## src/rtl/framebuffer_arbiter_pkg.sv

```systemverilog
// Shared types and window defaults for the framebuffer arbiter and its write FIFO.
package framebuffer_arbiter_pkg;

  typedef enum logic [1:0] {ST_IDLE, ST_CLEAR, ST_RUN} state_e;

  localparam int unsigned WIN_X0_DEF     = 200;
  localparam int unsigned WIN_Y0_DEF     = 120;
  localparam int unsigned WIN_SIZE_DEF   = 256;
  localparam int unsigned FIFO_DEPTH_DEF = 4;
  localparam logic [7:0]  CLEAR_VAL_DEF  = 8'h00;
  localparam logic [15:0] CLR_LAST       = 16'hFFFF;

  typedef struct packed {
    logic [15:0] addr;
    logic [7:0]  data;
  } fifo_entry_t;

  // Half-open range test [lo, lo+len) on widened coordinates.
  function automatic logic in_span(logic [11:0] v, logic [11:0] lo, logic [11:0] len);
    return (v >= lo) && (v < lo + len);
  endfunction

endpackage

```

## src/rtl/framebuffer_arbiter_if.sv

```systemverilog
// CPU write port and single-port framebuffer memory bus.
interface framebuffer_arbiter_if;
  logic        cpu_wr_req;
  logic [15:0] cpu_wr_addr;
  logic [7:0]  cpu_wr_data;
  logic        cpu_wr_ready;
  logic [15:0] mem_addr;
  logic        mem_we;
  logic [7:0]  mem_wdata;
  logic [7:0]  mem_rdata;

  modport master (
    output cpu_wr_req, cpu_wr_addr, cpu_wr_data, mem_rdata,
    input  cpu_wr_ready, mem_addr, mem_we, mem_wdata
  );

  modport slave (
    input  cpu_wr_req, cpu_wr_addr, cpu_wr_data, mem_rdata,
    output cpu_wr_ready, mem_addr, mem_we, mem_wdata
  );
endinterface

```

## src/rtl/framebuffer_arbiter_wr_fifo.sv

```systemverilog
// Synchronous write-buffer FIFO; full/empty come from an occupancy counter.
module wr_fifo
  import framebuffer_arbiter_pkg::*;
#(
  parameter int unsigned DEPTH = FIFO_DEPTH_DEF
) (
  input  logic        clk,
  input  logic        reset,
  input  logic        push_i,
  input  logic        pop_i,
  input  fifo_entry_t din_i,
  output fifo_entry_t dout_o,
  output logic        full_o,
  output logic        empty_o
);
  localparam int unsigned AW = (DEPTH > 1) ? $clog2(DEPTH) : 1;
  localparam int unsigned CW = $clog2(DEPTH + 1);

  fifo_entry_t   mem_q [DEPTH];
  logic [AW-1:0] wp_q, rp_q;
  logic [CW-1:0] cnt_q;
  logic          do_push, do_pop;

  assign full_o  = (cnt_q == CW'(DEPTH));
  assign empty_o = (cnt_q == '0);
  assign do_push = push_i && !full_o;
  assign do_pop  = pop_i && !empty_o;
  assign dout_o  = mem_q[rp_q];

  function automatic logic [AW-1:0] nxt(logic [AW-1:0] p);
    return (p == AW'(DEPTH - 1)) ? '0 : p + 1'b1;
  endfunction

  always_ff @(posedge clk) begin
    if (!reset) begin
      wp_q  <= '0;
      rp_q  <= '0;
      cnt_q <= '0;
    end else begin
      if (do_push) begin
        mem_q[wp_q] <= din_i;
        wp_q        <= nxt(wp_q);
      end
      if (do_pop) rp_q <= nxt(rp_q);
      case ({do_push, do_pop})
        2'b10:   cnt_q <= cnt_q + 1'b1;
        2'b01:   cnt_q <= cnt_q - 1'b1;
        default: cnt_q <= cnt_q;
      endcase
    end
  end

endmodule

```

## src/rtl/framebuffer_arbiter.sv

```systemverilog
// Framebuffer arbiter: display reads own the memory port; the CLEAR fill and
// buffered CPU writes share whatever cycles the display leaves free.
module framebuffer_arbiter
  import framebuffer_arbiter_pkg::*;
#(
  parameter int unsigned WIN_X0     = WIN_X0_DEF,
  parameter int unsigned WIN_Y0     = WIN_Y0_DEF,
  parameter int unsigned WIN_SIZE   = WIN_SIZE_DEF,
  parameter int unsigned FIFO_DEPTH = FIFO_DEPTH_DEF,
  parameter logic [7:0]  CLEAR_VAL  = CLEAR_VAL_DEF
) (
  input  logic                  clk,
  input  logic                  reset,
  input  logic                  start_i,
  input  logic [9:0]            x_i,
  input  logic [9:0]            y_i,
  framebuffer_arbiter_if.slave  bus,
  output logic [7:0]            pix_data_o,
  output logic                  pix_valid_o,
  output logic                  busy_o
);
  state_e      state_q;
  logic [15:0] clr_q, last_addr_q;
  logic        start_q, busy_q;
  logic [1:0]  vld_pipe_q;
  logic [7:0]  pix_data_q;

  logic [11:0] rd_x, rd_y;
  logic [15:0] rd_addr;
  logic        in_win, rd_en, free, clr_we, push, pop, ready;
  logic        fifo_full, fifo_empty;
  fifo_entry_t head;
  logic [15:0] mem_addr_d;
  logic        mem_we_d;
  logic [7:0]  mem_wdata_d;

  // Look two pixels ahead so registered read data lands on the matching x.
  assign rd_x    = {2'b00, x_i} + 12'd2;
  assign rd_y    = {2'b00, y_i};
  assign in_win  = in_span(rd_x, 12'(WIN_X0), 12'(WIN_SIZE)) &&
                   in_span(rd_y, 12'(WIN_Y0), 12'(WIN_SIZE));
  assign rd_addr = {8'(rd_y - 12'(WIN_Y0)), 8'(rd_x - 12'(WIN_X0))};
  assign rd_en   = in_win && (state_q != ST_IDLE);

  // A cycle with reset asserted is never handed to a writer.
  assign free   = !rd_en && reset;
  assign clr_we = (state_q == ST_CLEAR) && free;
  assign pop    = (state_q == ST_RUN) && free && !fifo_empty;
  assign ready  = reset && (state_q == ST_RUN) && !fifo_full;
  assign push   = bus.cpu_wr_req && ready;

  wr_fifo #(.DEPTH(FIFO_DEPTH)) u_fifo (
    .clk     (clk),
    .reset   (reset),
    .push_i  (push),
    .pop_i   (pop),
    .din_i   ({bus.cpu_wr_addr, bus.cpu_wr_data}),
    .dout_o  (head),
    .full_o  (fifo_full),
    .empty_o (fifo_empty)
  );

  always_comb begin
    mem_addr_d  = last_addr_q;
    mem_we_d    = 1'b0;
    mem_wdata_d = 8'h00;
    if (rd_en) begin
      mem_addr_d = rd_addr;
    end else if (clr_we) begin
      mem_addr_d  = clr_q;
      mem_we_d    = 1'b1;
      mem_wdata_d = CLEAR_VAL;
    end else if (pop) begin
      mem_addr_d  = head.addr;
      mem_we_d    = 1'b1;
      mem_wdata_d = head.data;
    end
  end

  always_ff @(posedge clk) begin
    if (!reset) begin
      state_q     <= ST_IDLE;
      clr_q       <= '0;
      start_q     <= 1'b0;
      busy_q      <= 1'b0;
      last_addr_q <= '0;
      vld_pipe_q  <= '0;
      pix_data_q  <= '0;
    end else begin
      start_q     <= start_i;
      last_addr_q <= mem_addr_d;
      vld_pipe_q  <= {vld_pipe_q[0], rd_en};
      pix_data_q  <= vld_pipe_q[0] ? bus.mem_rdata : 8'h00;
      case (state_q)
        ST_IDLE: if (start_i && !start_q) begin
          state_q <= ST_CLEAR;
          busy_q  <= 1'b1;
          clr_q   <= '0;
        end
        ST_CLEAR: if (clr_we) begin
          clr_q <= clr_q + 16'd1;
          if (clr_q == CLR_LAST) begin
            state_q <= ST_RUN;
            busy_q  <= 1'b0;
          end
        end
        default: ;
      endcase
    end
  end

  assign bus.mem_addr     = mem_addr_d;
  assign bus.mem_we       = mem_we_d;
  assign bus.mem_wdata    = mem_wdata_d;
  assign bus.cpu_wr_ready = ready;
  assign pix_data_o       = pix_data_q;
  assign pix_valid_o      = vld_pipe_q[1];
  assign busy_o           = busy_q;

endmodule

```

## src/flat_wrapper.sv

```systemverilog
// flat-port wrapper written by rule: the top's interface ports become plain ports
module framebuffer_arbiter_flat import framebuffer_arbiter_pkg::*;
#(
  parameter int unsigned WIN_X0     = WIN_X0_DEF,
  parameter int unsigned WIN_Y0     = WIN_Y0_DEF,
  parameter int unsigned WIN_SIZE   = WIN_SIZE_DEF,
  parameter int unsigned FIFO_DEPTH = FIFO_DEPTH_DEF,
  parameter logic [7:0]  CLEAR_VAL  = CLEAR_VAL_DEF
)
  (clk, reset, start_i, x_i, y_i, pix_data_o, pix_valid_o, busy_o, bus_cpu_wr_req, bus_cpu_wr_addr, bus_cpu_wr_data, bus_mem_rdata, bus_cpu_wr_ready, bus_mem_addr, bus_mem_we, bus_mem_wdata);
  framebuffer_arbiter_if bus_i ();
  input  logic clk;
  input  logic reset;
  input  logic start_i;
  input  logic [9:0] x_i;
  input  logic [9:0] y_i;
  output logic [7:0] pix_data_o;
  output logic pix_valid_o;
  output logic busy_o;
  input wire logic [$bits(bus_i.cpu_wr_req)-1:0] bus_cpu_wr_req;
  input wire logic [$bits(bus_i.cpu_wr_addr)-1:0] bus_cpu_wr_addr;
  input wire logic [$bits(bus_i.cpu_wr_data)-1:0] bus_cpu_wr_data;
  input wire logic [$bits(bus_i.mem_rdata)-1:0] bus_mem_rdata;
  output wire logic [$bits(bus_i.cpu_wr_ready)-1:0] bus_cpu_wr_ready;
  output wire logic [$bits(bus_i.mem_addr)-1:0] bus_mem_addr;
  output wire logic [$bits(bus_i.mem_we)-1:0] bus_mem_we;
  output wire logic [$bits(bus_i.mem_wdata)-1:0] bus_mem_wdata;
  assign bus_i.cpu_wr_req = bus_cpu_wr_req;
  assign bus_i.cpu_wr_addr = bus_cpu_wr_addr;
  assign bus_i.cpu_wr_data = bus_cpu_wr_data;
  assign bus_i.mem_rdata = bus_mem_rdata;
  assign bus_cpu_wr_ready = bus_i.cpu_wr_ready;
  assign bus_mem_addr = bus_i.mem_addr;
  assign bus_mem_we = bus_i.mem_we;
  assign bus_mem_wdata = bus_i.mem_wdata;
  framebuffer_arbiter #(.WIN_X0(WIN_X0), .WIN_Y0(WIN_Y0), .WIN_SIZE(WIN_SIZE), .FIFO_DEPTH(FIFO_DEPTH), .CLEAR_VAL(CLEAR_VAL)) u_core (.clk(clk), .reset(reset), .start_i(start_i), .x_i(x_i), .y_i(y_i), .bus(bus_i), .pix_data_o(pix_data_o), .pix_valid_o(pix_valid_o), .busy_o(busy_o));
endmodule
```

## config.mk

```make
export PLATFORM = sky130hd
export DESIGN_NAME = framebuffer_arbiter_flat
export DESIGN_NICKNAME = d
export VERILOG_FILES = /design/src/rtl/framebuffer_arbiter_pkg.sv /design/src/rtl/framebuffer_arbiter_if.sv /design/src/rtl/framebuffer_arbiter_wr_fifo.sv /design/src/rtl/framebuffer_arbiter.sv /design/src/flat_wrapper.sv
export SDC_FILE = /design/constraint.sdc
export NUM_CORES = 1
export LEC_CHECK = 0
export ABC_AREA = 1
export ABC_CLOCK_PERIOD_IN_PS = 3550
export BUFFER_PORTS_ARGS = -buffer_cell sky130_fd_sc_hd__buf_4
export CAP_MARGIN = 5
export CORE_ASPECT_RATIO = 0.8
export CORE_MARGIN = 2
export CORE_UTILIZATION = 58
export CTS_BUF_LIST = sky130_fd_sc_hd__clkbuf_4 sky130_fd_sc_hd__clkbuf_8
export CTS_CLUSTER_DIAMETER = 80
export CTS_CLUSTER_SIZE = 16
export DETAILED_ROUTE_END_ITERATION = 7
export GPL_TIMING_DRIVEN = 0
export PLACE_DENSITY_LB_ADDON = 0.08
export SLEW_MARGIN = 0
export SYNTH_ARGS = -nofsm -noshare
export SYNTH_HDL_FRONTEND = slang
export SYNTH_SLANG_ARGS = --single-unit
```

## constraint.sdc

```tcl
create_clock -name clk -period 3.55 [get_ports clk]
set_input_delay 0.5325 -clock clk [delete_from_list [all_inputs] [get_ports clk]]
set_output_delay 0.5325 -clock clk [all_outputs]
set_load 0.02 [all_outputs]
```

# Yosys cells after proc, flatten, opt, wreduce, memory -nomap -nowiden
# Memories as Yosys holds them, arrays and structs flattened. A register that Yosys moved wholly into a read port is not among the register bits.
# Index checks and enable logic that the tools add are counted.
[word_totals] ff_bits=53 mem_bits_rw=96 inputBits=56 mem_count=1
[op_classes] add_sub_neg=8 magnitude_cmp=4 n_eq_ne=11 n_mux=28 n_reduce_logical=26
[memory_table] name="u_core.u_fifo.mem_q" words=4 word_bits=24 rd=1 rd_clocked_by_memory_dff=1 write_ports=1 line="framebuffer_arbiter_wr_fifo.sv:19" source="fifo_entry_t mem_q [DEPTH];"
[ops] cell="$mux 16" n=5
[ops] cell="$pmux 16 s2" n=1
[ops] cell="$mux 8" n=3
[ops] cell="$add 16x1->16 const B" n=1
[ops] cell="$eq 16x16->1 const B" n=1
[ops] cell="$logic_and 1x1->1" n=14
[ops] cell="$mux 2" n=7
[ops] cell="$add 10x2->11 const B" n=1
[ops] cell="$ge 11x8->1 const B" n=1
[ops] cell="$lt 11x9->1 const B" n=1
[ops] cell="$ge 10x7->1 const B" n=1
[ops] cell="$lt 10x9->1 const B" n=1
[ops] cell="$mux 1" n=9
[ops] cell="$eq 2x2->1 const B" n=4
[ops] cell="$sub 8x7->8 const B" n=1
[ops] cell="$sub 8x8->8 const B" n=1
[ops] cell="$pmux 3 s2" n=1
[ops] cell="$reduce_bool 2->1" n=3
[ops] cell="$add 2x1->2 const B" n=2
[ops] cell="$eq 2x1->1 const B" n=2
[ops] cell="$logic_not 1->1" n=4
[ops] cell="$ne 2x1->1 const B" n=2
[ops] cell="$pmux 2 s2" n=1
[ops] cell="$reduce_and 4->1" n=1
[ops] cell="9 further kinds" n=9

# Logic depth before layout (Yosys ltp)
# Gate-level depths: netlist of the first run.
[depth] ltp_word=12 depth_mapped=18

# By module
# A second synthesis of the first run with hierarchy kept.
[hier_totals] hier_cells=776 area_unflattened_um2=7350.8
[modules_own_cells] mod="wr_fifo" instances=1 cells_each=303 area_per_inst_um2=4240.3 seq_area_each_um2=3062.9
[modules_own_cells] mod="framebuffer_arbiter" instances=1 cells_each=473 area_per_inst_um2=3110.5 seq_area_each_um2=900.9

# Worst setup path before layout of the first run
# OpenSTA, ideal clock, no wires.
[synth_path] path_kind="input to output" startpoint="input x_i[1]" endpoint="output bus_mem_wdata[0]" arrival_ns=2.545 t_required_ns=3.017 setup_slack_ns=0.472 path_stages=13 path_buffers=1 cell_sequence="ha_1 > nand2_1 > inv_2 > nor2_1 > inv_1 > ha_1 > nand3_1 > and2_1 > nand3_2 > nand3_4 > nand2_4 > buf_6 > a221oi_1"
[synth_via] elab_chain_len=12
[synth_lines] item="from (decl)" line="flat_wrapper.sv:15" source="input logic [9:0] x_i;"
[synth_lines] item="$add 10x2->11 (*)" line="framebuffer_arbiter.sv:38" source="assign rd_x = {2'b00, x_i} + 12'd2;"
[synth_lines] item="$ge 11x8->1 or $lt 11x9->1 (tied branches)" line="framebuffer_arbiter_pkg.sv:20" source="return (v >= lo) && (v < lo + len);"
[synth_lines] item="$logic_and 1x1->1 (*)" line="framebuffer_arbiter_pkg.sv:20"
[synth_lines] item="$logic_and 1x1->1 (*)" line="framebuffer_arbiter.sv:40" source="assign in_win = in_span(rd_x, 12'(WIN_X0), 12'(WIN_SIZE)) &&"
[synth_lines] item="$logic_and 1x1->1 (*)" line="framebuffer_arbiter.sv:43" source="assign rd_en = in_win && (state_q != ST_IDLE);"
[synth_lines] item="$logic_not 1->1" line="framebuffer_arbiter.sv:46" source="assign free = !rd_en && reset;"
[synth_lines] item="$logic_and 1x1->1" line="framebuffer_arbiter.sv:46"
[synth_lines] item="$logic_and 1x1->1 (2 in series)" line="framebuffer_arbiter.sv:48" source="assign pop = (state_q == ST_RUN) && free && !fifo_empty;"
[synth_lines] item="$mux 8" line="framebuffer_arbiter.sv:73" source="end else if (pop) begin"
[synth_lines] item="$mux 8" line="framebuffer_arbiter.sv:69" source="end else if (clr_we) begin"
[synth_lines] item="$mux 8 (*)" line="framebuffer_arbiter.sv:67" source="if (rd_en) begin"
[synth_lines] item="to (decl)" line="flat_wrapper.sv:27" source="output wire logic [$bits(bus_i.mem_wdata)-1:0] bus_mem_wdata;"
# Mark *: on every way between the ends. The rest lies on a longest branch, timed or not.

# Worst setup path in the final report of the first run
[layout_path] startpoint="input x_i[1]" endpoint="output bus_mem_wdata[3]"
# Same word-level chain as after synthesis.

==> results of run 1 <==
-- cells by family after synthesis --
group | Yosys count | share of synthesized area (%)
AOI/OAI and AO/OA | 121 | 11.1
buffers and inverters | 123 | 7.55
DFF | 150 | 57.4
and+or+nand+nor | 313 | 20.3
xor gates and xnor gates | 11 | 1.39
adders and majority gates | 12 | 2.28
-- power breakdown --
group          leakage (nW)  total, mW  internal, mW  switching (mW)
combinational          1.97      0.261         0.105           0.155
clock                 0.181       1.22         0.511           0.712
sequential             1.30       1.87          1.86         0.00605
total                  3.45       3.35          2.48           0.873
-- final cells by class --
type	count	area, µm²
buffer	30	175
clock buffer	17	234
clock inverter	15	134
fill	872	3300
inverter	93	349
multi-input combinational	457	2440
sequential	150	3960
tap	148	185
timing repair buffer	95	781
-- metal layers --
metal  vias up  wire length, µm
met5         -                0
met4         0              285
met3        27             1350
met2       262             7390
met1      2568             7150
li1       2691                -
-- worst max-delay path: cells and delay by family --
kind	cells	cell delay [ps]
simple gates	7	870
compound gates	1	310
buf+inv	5	650
fa+ha+maj	2	410
-- placed cells by master (no fill, tap or decap), types with 4 or more instances in the layout --
cell type,count
a221oi_1,8
nand3_2,12
nand2_1,146
o211ai_1,5
inv_8,4
inv_1,89
o221ai_1,4
or2_2,6
xnor2_1,5
nand4_1,9
a21oi_2,10
nor2_1,81
edfxtp_1,96
nor3_1,6
a21oi_1,43
ha_1,11
a32o_1,7
o21ai_0,29
nand3_1,35
buf_6,5
clkbuf_1,17
nor2_2,5
o22ai_1,9
buf_4,93
inv_2,4
inv_6,4
clkbuf_8,17
xor2_1,6
dfxtp_1,54
-- path summary, 6_finish.rpt --
| path | slack [ps] | depth (start not counted) | end |
|---|---|---|---|
| worst max-delay path | 220 | 15 | bus_mem_wdata[3] |
| worst min-delay path | 280 | 1 | u_core.u_fifo.mem_q[1][23] |
| worst min register to register | 490 | 2 | u_core.clr_q[5] |
| worst max register to register | 740 | 15 | u_core.u_fifo.cnt_q[2] |
-- through the flow --
step / setup WS, ps / power (mW) / instances
finish: 220 / 3.35 / 1005
global placement: -86.7 / 2.16 / 969
CTS: 54.5 / 3.36 / 1005
global route: 35.0 / 3.45 / 1005
detailed placement: -65.6 / 2.16 / 973
floorplan: 472 / 2.04 / 730
-- state kept, by name, indices dropped and copies added, names as in the netlist, named ones only --
name and count:
u_core.u_fifo.mem_q 96, u_core.clr_q 16, u_core.last_addr_q 16, u_core.pix_data_o 8
u_core.u_fifo.cnt_q 3, u_core.state_q 2, u_core.u_fifo.rp_q 2, u_core.u_fifo.wp_q 2
u_core.vld_pipe_q 2, u_core.start_q 1
-- what timing repair did --
item                       4_1_cts  5_1_grt
setup endpoints to repair        0       22
gates resized for setup          0        6
setup buffers                    0        0
==> summary.txt, run 1 <==
Status
  – Status: finished, final reports clean

Final layout
  – Layout area overhead: 19.6%
  – Post-layout util: 71.5%
  – Final net count: 912
  – # diodes: 0
  – Layout cells sized above 1: 21.6%
  – Post-route cell area: 0.00826 mm²

Power
  – Worst vdd ir: 0.255 mV
  – Leak: 3.45 nW
  – Pwr Density: 405 mW/mm²

Synth
  – Yosys cell types: 45
  – Post-synth EDFFs: 96
  – Prevailing post-synth register cell: edfxtp_1
  – Post-synthesis sequential area ratio: 57.4%
  – Register bit total from synthesis: 150
  – Syn avg cell area: 9.46 µm²
  – Synth cell count leaders: nand2_1, edfxtp_1, inv_1
  – Synth area leader: edfxtp_1
  – Async SR Flop Fraction: 0%
  – Top cell type's share of synthesized area: 41.7%
  – Leading post-synthesis cells by cell area: edfxtp_1, dfxtp_1, nand2_1
  – Most common cell in the netlist: nand2_1
  – Mapped Cells: 730
  – YS warnings: 0
  – Netlist Area Pre-Place: 0.00691 mm²
  – Syn nets: 798

Drt
  – Routed Wire Length: 16,200 µm
  – Iteration-0 DRC Markers: 399
  – DRT Pass-1 Iters: 5
  – Via count: 5,548
  – Post-DRT Antenna Nets: 0
  – DR vias/cell: 5.52
  – Wire per inst: 16.1 µm
  – DRC Markers: 0

CTS
  – Total CTS buffers: 17
  – Sink Count: 150
  – Clock-pin slew on the worst setup and hold paths: 90 ps
  – Longest Clk Path Bufs: 2
  – Clk_lat worst skew: 450 ps
  – Hold_buf cts: 0
  – H-tree Lvls: 4
  – Root Buffer: clkbuf_8
  – TritonCTS clock tree: yes

Worst setup path
  – Reg2reg start: u_core.state_q[0]
  – WS Path Type: primary input to primary output
  – Slowest stage delay, CP: 310 ps
  – Critical path origin: x_i[1]
  – Crit-path slowest cell: a221oi_1
  – WP data arrival: 2800 ps
  – Crit-path cells: buf_4, ha_1, nand2_1, inv_2, nor2_4, inv_1, ha_1, nand3_1, and2_1, nand3_2, nand3_4, nand2_4, buf_6, a221oi_1, buf_4
  – Crit path launch type: primary input
  – Req. time, crit path: 3020 ps
  – Crit Path Max Fanout: 10
  – Crit path capture type: primary output

Min path
  – Hold_sp: bus_cpu_wr_addr[15]
  – Hold Crit Class: primary input to register

Global routing
  – GRT overflow: 0
  – Largest net degree at the start of global routing: 17
  – Most Crowded Layer GR: met2
  – Vias in the first global route: 5,178
  – All-Layer GR Usage: 25.7%
  – Initial antenna violation count: 0
  – Global routing usage on met2: 40.8%
  – Met3 Use GR: 5.34%
  – Met1 usage: 35.5%
  – First-pass GRT wire length: 25,300 µm

Timing
  – Final Slew Violations: 0
  – Achievable Freq: 0.300 GHz
  – Final hold viol count: 0
  – Setup TNS: 0 ps
  – Tmin final: 3330 ps
  – Endpoints failing setup: 0
  – Worst Skew: 12.1 ps
  – Fin crit share: 93.8%
  – Worst-Margin Slew: 843 ps
  – RSZ-0062 raised after global routing: no
  – Hold Worst Slack: 276 ps
  – Relative slew slack: 43.8%

Place
  – GP Congestion: 0.980
  – I/O Buffers: 91
  – Placed cell area: 0.00788 mm²
  – Post-detail-place hpwl: 11,500 µm

Floorplanning
  – Die height: 102 µm
  – Die X: 126 µm
  – Rows: 35
  – Starting Density: 59.8%
  – Number of I/O pins: 92
  – DIE AREA: 0.0128 mm²
  – Core box area: 0.0116 mm²

Run
  – Max Cap Violations: 0
Power figures use the tool's default switching activity.
==> run 2: changes to the inputs <==
--- a/config.mk
+++ b/config.mk
@@ -16,7 +16,7 @@
 export CTS_CLUSTER_DIAMETER = 80
 export CTS_CLUSTER_SIZE = 16
 export DETAILED_ROUTE_END_ITERATION = 7
-export GPL_TIMING_DRIVEN = 0
+export GPL_TIMING_DRIVEN = 1
 export PLACE_DENSITY_LB_ADDON = 0.08
 export SLEW_MARGIN = 0
 export SYNTH_ARGS = -nofsm -noshare
==> run 2 against run 1 <==
  * Clock skew fell by 2.1 ps
  * Sequential power barely moved
  * Critical endpoint is now bus_mem_wdata[5]
  * First-iteration DRC count rose by 11%
  * Largest cell class unchanged
  * Setup slack improved by 10 ps
  * Flip-flop and latch count did not move
  * Critical path depth did not move
  * Register-to-register slack improved by 40 ps
  * Clock power fell by 6%
  * Via count fell by 3.8%
  * Total power fell by 2.6%
  * Combinational power fell by 6%
  * Critical path type unchanged
==> summary.txt, run 2 (same netlist as run 1, synthesis figures left out) <==
Status
  – Status: finished, final reports clean

Drt
  – Post-DRT Antenna Nets: 0
  – Routed Wire Length: 15,300 µm
  – DRC Markers: 0
  – DRT Pass-1 Iters: 5
  – Wire per inst: 15.5 µm
  – Iteration-0 DRC Markers: 444
  – Via count: 5,336
  – DR vias/cell: 5.41

Timing
  – Final setup margin: 230 ps
  – Relative slew slack: 46.3%
  – Fin crit share: 93.5%
  – Endpoints failing setup: 0
  – Worst-Margin Slew: 804 ps
  – Final hold viol count: 0
  – Tmin final: 3320 ps
  – Final Slew Violations: 0
  – RSZ-0062 raised after global routing: no
  – Achievable Freq: 0.301 GHz
  – Worst Skew: 10.0 ps
  – Setup TNS: 0 ps

Worst setup path
  – WP data arrival: 2790 ps
  – Kind of cell adding the most delay to the critical path: simple AND/OR/NAND/NOR gates
  – Slowest stage delay, CP: 350 ps
  – Reg2Reg Depth: 15
  – Crit path launch type: primary input
  – Crit-path cells: buf_4, ha_1, nand2_1, inv_2, nor2_2, inv_1, ha_1, nand3_1, and2_1, nand3_2, nand3_4, nand2_4, buf_6, a221oi_1, buf_4
  – Crit Path Max Fanout: 15
  – Flop-to-flop setup slack: 780 ps
  – Crit path capture type: primary output
  – Buf+Inv Stages, Crit Path: 5
  – Req. time, crit path: 3020 ps
  – WS Path Type: primary input to primary output
  – Crit-path slowest cell: a221oi_1
  – CP Depth: 15

Place
  – I/O Buffers: 91
  – Placed insts: 953
  – Post-detail-place hpwl: 10,300 µm
  – GP Congestion: 0.882
  – Worst slack, placed: 109 ps

CTS
  – Hold_buf cts: 0
  – Clock-pin slew on the worst setup and hold paths: 80 ps
  – Longest Clk Path Bufs: 2
  – TritonCTS clock tree: yes
  – Total CTS buffers: 17
  – Clk_lat worst skew: 440 ps
  – H-tree Lvls: 4
  – Sink Count: 150
  – Root Buffer: clkbuf_8

Global routing
  – Met3 Use GR: 5.02%
  – Most Crowded Layer GR: met2
  – Met1 usage: 34.6%
  – Vias in the first global route: 5,025
  – GRT overflow: 0
  – Largest net degree at the start of global routing: 49
  – Initial antenna violation count: 0
  – All-Layer GR Usage: 24.8%
  – First-pass GRT wire length: 24,700 µm
  – Global routing usage on met2: 39.2%

Floorplanning
  – DIE AREA: 0.0128 mm²
  – Rows: 35
  – Number of I/O pins: 92
  – Starting Density: 59.8%
  – Die X: 126 µm
  – Die height: 102 µm
  – Core box area: 0.0116 mm²

Power
  – Leak: 3.39 nW
  – Pwr Density: 404 mW/mm²
  – Power Total: 3.26 mW
  – Worst vdd ir: 0.263 mV

Final layout
  – Commonest cells after routing, fill and taps aside: nand2_1, buf_4, edfxtp_1, inv_1, nor2_1
  – Largest register FFs: 96
  – Final net count: 893
  – Layout area overhead: 17.0%
  – Top reg by flops: u_core.u_fifo.mem_q
  – Commonest non-fill, non-tap cell in the layout: nand2_1
  – Layout cells sized above 1: 21.7%
  – Finished Layout Cells: 986
  – Biggest regs: u_core.u_fifo.mem_q (96), u_core.clr_q (16), u_core.last_addr_q (16)
  – # diodes: 0

Min path
  – Hold Crit Class: primary input to register
  – WHS Path Cells: 1

Run
  – Max Cap Violations: 0
-- run 2: cell count changes in the layout (fill, tap and decap cells not counted), sizes merged --
cell and delta:
inv -3, clkinv +3, clkbuf -17, clkinvlp -2
-- run 2: where the power goes --
group	switching, mW	internal, mW
clock network	0.646	0.506
logic	0.149	0.0963
registers	0.00647	1.86
-- run 2: metrics by stage --
step                      area [µm²]  util (%)  hold slack (ps)
after floorplan                 6910         -              457
after global placement          7720      66.8              470
after detailed placement        7720      66.8              475
after CTS                       8070      69.8              264
after global routing            8080      69.9              261
final                           8080      69.9              280
-- run 2: repair_timing --
action                     4_1_cts  5_1_grt
setup endpoints to repair        0       14
gates resized for setup          0        3
buffers inserted                 0        1
-- run 2: layout make-up --
| class | count | area [µm²] |
|---|---|---|
| sequential | 150 | 3960 |
| fill | 870 | 3480 |
| multi-input combinational | 457 | 2440 |
| timing repair buffer | 106 | 800 |
| inverter | 93 | 349 |
| clock buffer | 19 | 249 |
| tap | 148 | 185 |
| clock inverter | 13 | 97.6 |
-- run 2: routing by layer --
metal  vias to the layer above  wire length (µm)
li1                       2644                 -
met1                      2456              7040
met2                       216              6890
met3                        20              1080
met4                         0               271
met5                         -                 0
-- run 2: final timing paths --
kind,startpoint,endpoint
hold reg to reg,u_core.clr_q[5],u_core.clr_q[5]
hold / removal,bus_cpu_wr_data[7],u_core.u_fifo.mem_q[3][7]
setup / recovery,x_i[1],bus_mem_wdata[5]
setup reg to reg,u_core.state_q[0],u_core.u_fifo.cnt_q[2]
-- run 2: worst register-to-register path, delay by kind of cell, from the launching register on --
kind | cells | cell delay, ps
adder cells (fa/ha/maj) | 2 | 660
AO/OA/AOI/OAI | 5 | 580
flip-flops | 1 | 410
buffers and inverters | 2 | 150
AND/OR/NAND/NOR | 6 | 870
==> run 3: changes to the inputs <==
--- a/config.mk
+++ b/config.mk
@@ -18,7 +18,9 @@
 export DETAILED_ROUTE_END_ITERATION = 7
 export GPL_TIMING_DRIVEN = 1
 export PLACE_DENSITY_LB_ADDON = 0.08
+export RECOVER_POWER = 50
 export SLEW_MARGIN = 0
 export SYNTH_ARGS = -nofsm -noshare
 export SYNTH_HDL_FRONTEND = slang
 export SYNTH_SLANG_ARGS = --single-unit
+export TNS_END_PERCENT = 50
==> run 3 against run 2 <==
  * The run now ends with max-capacitance violations, max-slew violations left
  * Clock skew grew 2.9 ps
  * Maximum frequency up 0.31%
  * Critical path depth did not move
  * Sequential share of layout area rose by 0.83 points
  * First-iteration DRC count shrank 4.3%
  * Non-clock buffer count unchanged
  * Wire length increased by 0.31%
  * Cell count is the same
  * Setup slack improved by 10 ps
  * Largest cell class unchanged
  * Largest power group unchanged
==> summary.txt, run 3 (same netlist as run 1, synthesis figures left out) <==
Final layout
  – Final net count: 893
  – Commonest non-fill, non-tap cell in the layout: nand2_1
  – Finished Layout Cells: 986
  – Layout area overhead: 15.1%
  – Filler Cells Inserted: 915
  – Largest register FFs: 96
  – Top reg by flops: u_core.u_fifo.mem_q
  – Biggest regs: u_core.u_fifo.mem_q (96), u_core.clr_q (16), u_core.last_addr_q (16)
  – Register Area: 0.00396 mm²
  – Post-layout util: 68.8%
  – Commonest cells after routing, fill and taps aside: nand2_1, edfxtp_1, inv_1, nor2_1, buf_4
  – Post-route cell area: 0.00795 mm²
  – Layout cells sized above 1: 17.4%
  – # diodes: 0
  – Multi-input gate area: 0.00244 mm²

Drt
  – Post-DRT Antenna Nets: 0
  – Iteration-0 DRC Markers: 425
  – Routed Wire Length: 15,300 µm
  – DR vias/cell: 5.47
  – DRT Pass-1 Iters: 6
  – Via count: 5,391
  – DRC Markers: 0
  – Wire per inst: 15.6 µm

Timing
  – Worst-Margin Slew: 1570 ps
  – Worst Skew: 12.9 ps
  – Tmin final: 3310 ps
  – Final hold viol count: 0
  – RSZ-0062 raised after global routing: no
  – Final setup margin: 241 ps
  – Final Slew Violations: 50
  – Relative slew slack: -4.36%
  – Hold Worst Slack: 292 ps
  – Achievable Freq: 0.302 GHz
  – Fin crit share: 93.2%
  – Setup TNS: 0 ps
  – Endpoints failing setup: 0

Global routing
  – First-pass GRT wire length: 24,700 µm
  – Initial antenna violation count: 0
  – Largest net degree at the start of global routing: 49
  – All-Layer GR Usage: 24.8%
  – GRT overflow: 0
  – Vias in the first global route: 5,025

Floorplanning
  – DIE AREA: 0.0128 mm²
  – Die height: 102 µm
  – Number of I/O pins: 92
  – Core box area: 0.0116 mm²
  – Rows: 35
  – Starting Density: 59.8%
  – Die X: 126 µm

Status
  – Failing checks: max-capacitance violations, max-slew violations
  – Status: complete, but fails checks

CTS
  – Hold_buf cts: 0
  – TritonCTS clock tree: yes
  – Root Buffer: clkbuf_8
  – Total CTS buffers: 17
  – Sink Count: 150
  – Clk_lat worst skew: 440 ps
  – Clock-pin slew on the worst setup and hold paths: 80 ps
  – Longest Clk Path Bufs: 2
  – H-tree Lvls: 4

Run
  – Max Cap Violations: 2

Power
  – Power Total: 3.25 mW
  – Leak: 3.25 nW
  – Worst vdd ir: 0.263 mV
  – Pwr Density: 409 mW/mm²

Worst setup path
  – Crit path launch type: primary input
  – WS Path Type: primary input to primary output
  – Crit path capture type: primary output
  – WP data arrival: 2780 ps
  – Crit Path Max Fanout: 15
  – Req. time, crit path: 3020 ps

Place
  – GP Congestion: 0.882
  – Placed insts: 953
  – I/O Buffers: 91
  – Placed cell area: 0.00772 mm²
  – Post-detail-place hpwl: 10,300 µm
  – Worst slack, placed: 109 ps

Min path
  – Hold Crit Class: primary input to register
==> run 3: cell types whose count changed in the layout (fill, tap and decap cells not counted), sizes merged <==
cell | before | now
buf | 106 | 70
clkbuf | 19 | 55
==> run 3: cell type report <==
cell class / count / share of cell area (%)
Clock buffer: 19 / 3.13
Inverter: 93 / 4.39
Multi-Input combinational cell: 457 / 30.7
Timing Repair Buffer: 106 / 8.36
Sequential cell: 150 / 49.9
Tap cell: 148 / 2.33
Clock inverter: 13 / 1.23
==> run 3: path summary, 6_finish.rpt <==
| kind | start | to | slack (ps) | cells past startpoint |
|---|---|---|---|---|
| worst min-delay path | start_i | u_core.start_q | 290 | 3 |
| worst max register to register | u_core.state_q[1] | u_core.u_fifo.mem_q[2][11] | 710 | 7 |
| worst max-delay path | x_i[1] | bus_mem_wdata[5] | 240 | 15 |
| worst min register to register | u_core.clr_q[5] | u_core.clr_q[5] | 490 | 2 |
==> run 3: worst max-delay path: stages <==
cell and delay, ps:
buf_4 120, ha_1 220, nand2_1 80, inv_2 60, nor2_2 130, inv_1 70
ha_1 190, nand3_1 120, and2_1 160, nand3_2 80, nand3_4 180, nand2_4 70
buf_6 170, a221oi_1 340, buf_4 220
==> run 3: power breakdown <==
| group | internal, mW | switching (mW) |
|---|---|---|
| logic | 0.0837 | 0.149 |
| clock network | 0.506 | 0.648 |
| registers | 1.86 | 0.00644 |
==> run 3: repair_timing <==
action	CTS	global route
resized for setup	0	3
hold endpoints to repair	0	0
setup endpoints to repair	0	14
setup buffers	0	1
==> run 3: layer usage <==
metal  GRT usage (%)  routed length, µm  vias up
met2            39.2               6850      234
met4            8.96                254        0
li1                -                  -     2642
met3            5.02               1120       22
met1            34.6               7110     2493
met5               0                  0        -
